$ cat src/rtl/ysyx_22040895_pc_ctrl.sv
// Fetch PC owner and single-outstanding fetch sequencer: issues one IFU request at a
// time, holds the returned instruction for decode and applies branch/trap redirects.
module ysyx_22040895_pc_ctrl #(
    parameter int unsigned     XLEN     = 64,
    parameter logic [XLEN-1:0] RESET_PC = 64'h8000_0000
) (
    input  logic            clk_i_pcc,
    input  logic            rst_n_i_pcc,
    output logic            ifu_req_valid_o,
    input  logic            ifu_req_ready_i,
    output logic [XLEN-1:0] ifu_req_addr_o,
    input  logic            ifu_rsp_valid_i,
    input  logic [31:0]     ifu_rsp_inst_i,
    output logic            id_valid_o,
    input  logic            id_ready_i,
    output logic [XLEN-1:0] id_pc_o,
    output logic [31:0]     id_inst_o,
    input  logic            redirect_valid_i,
    input  logic [XLEN-1:0] redirect_pc_i,
    input  logic            trap_valid_i,
    input  logic [XLEN-1:0] trap_pc_i
);

    typedef enum logic [1:0] {
        ST_IDLE = 2'd0,
        ST_REQ  = 2'd1,
        ST_WAIT = 2'd2,
        ST_HOLD = 2'd3
    } state_t;

    localparam logic [XLEN-1:0] PC_STEP = {{(XLEN-3){1'b0}}, 3'b100};

    state_t          state_q, state_d;
    logic [XLEN-1:0] pc_q, pc_d;
    logic            kill_q, kill_d;
    logic [XLEN-1:0] id_pc_q, id_pc_d;
    logic [31:0]     id_inst_q, id_inst_d;
    logic            req_valid_q;
    logic            id_valid_q;

    logic            flush_s;
    logic [XLEN-1:0] target_s;
    logic [XLEN-1:0] pc_inc_s;

    // Flush detection and target select; trap wins over a simultaneous redirect.
    always_comb begin
        flush_s  = trap_valid_i | redirect_valid_i;
        pc_inc_s = pc_q + PC_STEP;
        if (trap_valid_i) begin
            target_s = trap_pc_i;
        end else begin
            target_s = redirect_pc_i;
        end
    end

    // Next-state logic for the fetch sequencer.
    always_comb begin
        state_d   = state_q;
        pc_d      = pc_q;
        kill_d    = kill_q;
        id_pc_d   = id_pc_q;
        id_inst_d = id_inst_q;
        case (state_q)
            ST_IDLE: begin
                state_d = ST_REQ;
                if (flush_s) begin
                    pc_d = target_s;
                end else begin
                    pc_d = pc_q;
                end
            end
            ST_REQ: begin
                if (flush_s) begin
                    pc_d = target_s;
                end else begin
                    pc_d = pc_q;
                end
                // An accepted request for the old PC is already committed, so its
                // response must be discarded when it comes back.
                if (ifu_req_ready_i) begin
                    state_d = ST_WAIT;
                    kill_d  = flush_s;
                end else begin
                    state_d = ST_REQ;
                    kill_d  = kill_q;
                end
            end
            ST_WAIT: begin
                if (ifu_rsp_valid_i) begin
                    kill_d  = 1'b0;
                    state_d = ST_REQ;
                    if (flush_s) begin
                        pc_d = target_s;
                    end else if (kill_q) begin
                        pc_d = pc_q;
                    end else begin
                        state_d   = ST_HOLD;
                        id_pc_d   = pc_q;
                        id_inst_d = ifu_rsp_inst_i;
                    end
                end else if (flush_s) begin
                    kill_d  = 1'b1;
                    pc_d    = target_s;
                    state_d = ST_WAIT;
                end else begin
                    state_d = ST_WAIT;
                end
            end
            ST_HOLD: begin
                if (flush_s) begin
                    pc_d    = target_s;
                    state_d = ST_REQ;
                end else if (id_ready_i) begin
                    pc_d    = pc_inc_s;
                    state_d = ST_REQ;
                end else begin
                    state_d = ST_HOLD;
                end
            end
            default: begin
                state_d = ST_IDLE;
                kill_d  = 1'b0;
            end
        endcase
    end

    // State, PC and decode-side holding registers; valids are registered from the next state.
    always_ff @(posedge clk_i_pcc or negedge rst_n_i_pcc) begin
        if (!rst_n_i_pcc) begin
            state_q     <= ST_IDLE;
            pc_q        <= RESET_PC;
            kill_q      <= 1'b0;
            id_pc_q     <= {XLEN{1'b0}};
            id_inst_q   <= 32'h0000_0000;
            req_valid_q <= 1'b0;
            id_valid_q  <= 1'b0;
        end else begin
            state_q     <= state_d;
            pc_q        <= pc_d;
            kill_q      <= kill_d;
            id_pc_q     <= id_pc_d;
            id_inst_q   <= id_inst_d;
            req_valid_q <= (state_d == ST_REQ);
            id_valid_q  <= (state_d == ST_HOLD);
        end
    end

    assign ifu_req_valid_o = req_valid_q;
    assign ifu_req_addr_o  = pc_q;
    assign id_valid_o      = id_valid_q;
    assign id_pc_o         = id_pc_q;
    assign id_inst_o       = id_inst_q;

endmodule

$ cat config.mk
export PLATFORM = sky130hd
export DESIGN_NAME = ysyx_22040895_pc_ctrl
export DESIGN_NICKNAME = d
export VERILOG_FILES = /design/src/rtl/ysyx_22040895_pc_ctrl.sv
export SDC_FILE = /design/constraint.sdc
export NUM_CORES = 1
export LEC_CHECK = 0
export CAP_MARGIN = 20
export CORE_MARGIN = 2
export CORE_UTILIZATION = 45
export DETAILED_ROUTE_END_ITERATION = 6
export PLACE_DENSITY_LB_ADDON = 0.1
export SYNTH_ARGS = -nofsm -noshare
export SYNTH_HDL_FRONTEND = slang
export SYNTH_SLANG_ARGS = --single-unit
export TNS_END_PERCENT = 20
$ cat constraint.sdc
create_clock -name clk_i_pcc -period 3 [get_ports clk_i_pcc]
set_input_delay 0.3 -clock clk_i_pcc [delete_from_list [all_inputs] [get_ports clk_i_pcc]]
set_output_delay 0.3 -clock clk_i_pcc [all_outputs]
set_load 0.02 [all_outputs]
[After elaboration in Yosys (flattened, before gate mapping)]
Cells that the tools add are included.
W data, S select, Z words.
Word-level totals
  register bits after elaboration: 165
  input bits: 167
  output and inout bits: 162
  word-level logic and storage cells: 42
Operators by class
  add/subtract/negate cells: 1
  equal/unequal tests: 9
  multiplexer cells: 16
  bitwise gates (word level): 3
  reductions and logical operators: 6
Operators by type and width (number)
  $mux W64: 4
  $pmux W64 S2: 1
  $add A64 B3 Y64 const B: 1
  $mux W2: 6
  $pmux W2 S4: 1
  $eq A2 B2 Y1 const B: 3
  $ne A3 B3 Y1 const B: 2
  $eq A2 B1 Y1 const B: 2
  $reduce_and A4 Y1: 1
  $mux W1: 3
  $reduce_and A3 Y1: 1
  $reduce_or A3 Y1: 1
  $logic_not A2 Y1: 1
  $ne A2 B1 Y1 const B: 1
  $ne A2 B2 Y1 const B: 1
  $not A1 Y1: 2
  $pmux W1 S2: 1
  $reduce_and A2 Y1: 1
  $reduce_bool A2 Y1: 1
  $or A1 B1 Y1: 1

[Longest topological paths before layout]
  depth after elaboration: 5
  mapped depth: 8

[Worst setup path after synthesis]
Ideal clock, no wire load.
  kind: flip-flop to flip-flop
  start: register pc_q[2] (netlist: ifu_req_addr_o[2])
  end: register pc_q[42] (netlist: ifu_req_addr_o[42])
  arrival time: 2.181 ns
  path slack: 0.693 ns
  cell stages (with the launch flop): 7
  buffers on the path: 0
  clock period less this slack: 2.307 ns
  path through: dfrtp_1 -> ha_1 -> and3_1 -> nand4_2 -> or4b_4 -> or3_1 -> o311a_1
On the way
  word-level cells in the longest chain between the ends: 4
Ends and longest elaborated chain
  from (decl): line 34  | logic [XLEN-1:0] pc_q, pc_d;
  from (signal assigned): line 139  | pc_q <= pc_d;
  $add A64 B3 Y64: line 48  | pc_inc_s = pc_q + PC_STEP;
  $mux W64: line 113  | end else if (id_ready_i) begin
  $mux W64: line 110  | if (flush_s) begin
  $pmux W64 S2: line 63  | case (state_q)
Every way passes these cells. The select of a mux whose other input is x is not followed.
A chain may end at the register's enable or synchronous reset.

[Worst setup path in the final report]
  start: register pc_q[16] (netlist: ifu_req_addr_o[16])
  end: register pc_q[59] (netlist: ifu_req_addr_o[59])
Same word-level chain as after synthesis.

==> impl_metrics.toml <==
[outcome]
status = "completed"

[die]
die_y_um = 144
coreArea_um2 = 19300
start_util_pct = 45.5
dieArea_um2 = 20700
rows = 51
ios = 329
fp.dieW_um = 144

[sta]
rsz0062_at_grt = "no"
finClkSkew_ps = 10.1
tightest_slew_ps = 832
slew_viol_final = 0
fin_crit_sh_pct = 83.3
fmax_ghz = 0.400
setup_ws_ps = 500
tns_ps = 0
period_minus_slack_ps = 2500
slew_headroom_pct = 44.1
holdWs_ps = 272
setup_viol = 0
finalHoldViolations = 0

[logic_synthesis]
syn_area_um2 = 8810
synth_top_family_by_area = "simple AND/OR/NAND/NOR gates"
synth_cell_types = 66
synthArstFlopShare_pct = 100
synth_top_area_cell = "dfrtp_1"
synth_top_area_share_pct = 46.6
ys_ff_latch = 165
ys.flop_type = "dfrtp_1"
yosysWarningCount = 0
synth_area_leaders = "dfrtp_1, mux2_2, mux2_1"
synth_cells = 857
yosys.area_share.adder_pct = 0.142
syn_avg_cell_area_um2 = 10.3
synth_xor_area_share_pct = 0.199
synth_mux_area_share_pct = 15.3
synth.yosys.seq_area_share_pct = 46.9
synth.net_count = 1025
synth_edf_count = 0
synthSimpleGateAreaFrac_pct = 17.6
synth-compound-area-share_pct = 15.1

[critical_path]
crit_buf_inv = 0
crit_path_cell_trace = "and4_1 > nand3_1 > nor4_2 > a311oi_1 > a211oi_1"
cp_max_fo = 10
worstSetupEndpointType = "register"
cp-endpoint = "ifu_req_addr_o[59]"
crit_cells = 5
crit_arrival_ps = 2830
timing.rr.end = "ifu_req_addr_o[59]"
start_kind = "register"
critical-path-top-delay-family = "simple AND/OR/NAND/NOR gates"
crit_slowest_cell = "nor4_2"
regToRegStartpoint = "ifu_req_addr_o[16]"
r2r_cells = 5
r2r_slack_ps = 500
crit_type = "reg2reg"
max_stage_delay_ps = 780
cp.required_ps = 3330
crit_path_start = "ifu_req_addr_o[16]"

[route]
via_count = 8435
drt_iter0_markers = 758
wl_um = 29700
avgViaCountPerCell = 5.88
wl_per_cell_um = 20.7
dr.pass1.iters = 4
drc = 0
drtAntennaViolNets = 0

[clock_tree]
clk_latency_ps = 430
cts_sinks = 165
path_clk_slew_ps = 70
cts_resized = 0
root_buffer = "clkbuf_16"
cts_max_path_buffers = 2
cts_htree_levels = 4
cts_tree = "built"
cts_buffers = 17

[finish]
syn_to_final_growth_pct = 46.3
layout_commonest_cell = "clkdlybuf4s50_1"
drive_gt1_share_pct = 11.9
most-common-layout-cells = "clkdlybuf4s50_1, dfrtp_1, mux2_2"
postLayoutCoreUtil_pct = 66.6
fillers = 1591
nNetsFinal = 1325
insertedDiodeCount = 0

[min_path]
hold_path_class = "in2reg"
hold_path_depth = 3

[power_and_ir_drop]
ir_worst_vdd_mv = 0.441
power.density_nw_per_um2 = 721
p_leak_uw = 0.00542

[global_route]
grt.overflow.total = 0
track_usage_pct = 28.6
grt_pass1_wl_um = 45700
antenna_found_initial = 0
grt_pass1_vias = 8044
grt_max_degree = 97

[placed_design]
place.gp.congestion = 0.887
io_buffers = 328
place_ws_ps = 549
detailed_place_hpwl_um = 21300

[flow_run]
cap_viol_max_count = 0
flip-flops by register name, summed over array words and instances (netlist names):
signal / cells
id_pc_o: 64
ifu_req_addr_o: 64
id_inst_o: 32
state_q: 2
id_valid_o: 1
ifu_req_valid_o: 1
kill_q: 1
tightest hold or removal path, stage by stage:
cell and delay (ps):
buf_4 190, nand2_1 80, o21ai_0 60
logic make-up (layout without fill, tap and decap cells):
logic type               after synthesis  count (layout)
AND/OR/NAND/NOR                      276             276
AO/OA/AOI/OAI                        196             196
buffers and inverters                 95             408
XOR/XNOR                               2               2
adder cells (fa/ha/maj)                1               1
multiplexers                         122             122
flip-flops                           165             165
cell usage after synthesis, types with 12 or more instances:
library cell    n
a211oi_1       22
a221oi_1       12
mux2_1         36
nand3_1        24
nand4_1        35
a311oi_1       16
o22ai_1        25
and4_1         18
and3_1         23
nor4_1         13
o21ai_0        24
inv_1          22
mux2_2         63
clkbuf_1       49
nor2_1         53
dfrtp_1       164
a21oi_1        51
mux2i_1        22
nor3_1         19
nand2_1        46
per-layer routing:
metal | vias to the layer above | part of all wire, % | track usage, %
li1 | 3856 | - | -
met1 | 4152 | 43 | 39.4
met2 | 389 | 47 | 45.4
met3 | 38 | 8.2 | 6.56
met4 | 0 | 1.7 | 8.31
met5 | - | 0 | 0
final cells by class:
type / instances / area (um2) / share of cell area [%]
sequential: 165 / 4130 / 32.1
clock buffer: 18 / 439 / 3.41
timing repair buffer: 354 / 3500 / 27.2
multi-input combinational: 597 / 4260 / 33.1
inverter: 22 / 82.6 / 0.641
clock inverter: 14 / 138 / 1.07
tap: 265 / 332 / 2.57
repair_timing:
action	CTS	global route
hold buffers	1	0
buffers inserted	0	0
hold endpoints to repair	73	0
where the power goes:
group          total, uW  switching [uW]  internal (uW)  leakage, uW
Sequential          3430             543           2890      0.00209
Clock               2180             997           1190     0.000273
Combinational       3670            1790           1880      0.00305
how the worst min path moves through the flow:
| stage | startpoint | end | slack [ps] |
|---|---|---|---|
| final | trap_valid_i | ifu_req_addr_o[3] | 270 |
| after global routing | trap_valid_i | ifu_req_addr_o[3] | 290 |
| after CTS | trap_valid_i | ifu_req_addr_o[3] | 260 |
| after detailed placement | rst_n_i_pcc | id_inst_o[31] | 380 |
| after global placement | rst_n_i_pcc | id_inst_o[31] | 390 |
| after floorplan | rst_n_i_pcc | id_inst_o[0] | 4 |
metrics by stage:
| step | cell area, um2 | cells | power, uW |
|---|---|---|---|
| after floorplan | 8810 | 857 | 5150 |
| after global placement | 12300 | 1402 | 7080 |
| after detailed placement | 12300 | 1402 | 7140 |
| after CTS | 12900 | 1435 | 9350 |
| after global routing | 12900 | 1435 | 9740 |
| final | 12900 | 1435 | 9280 |
(Power assumes the default switching activity.)
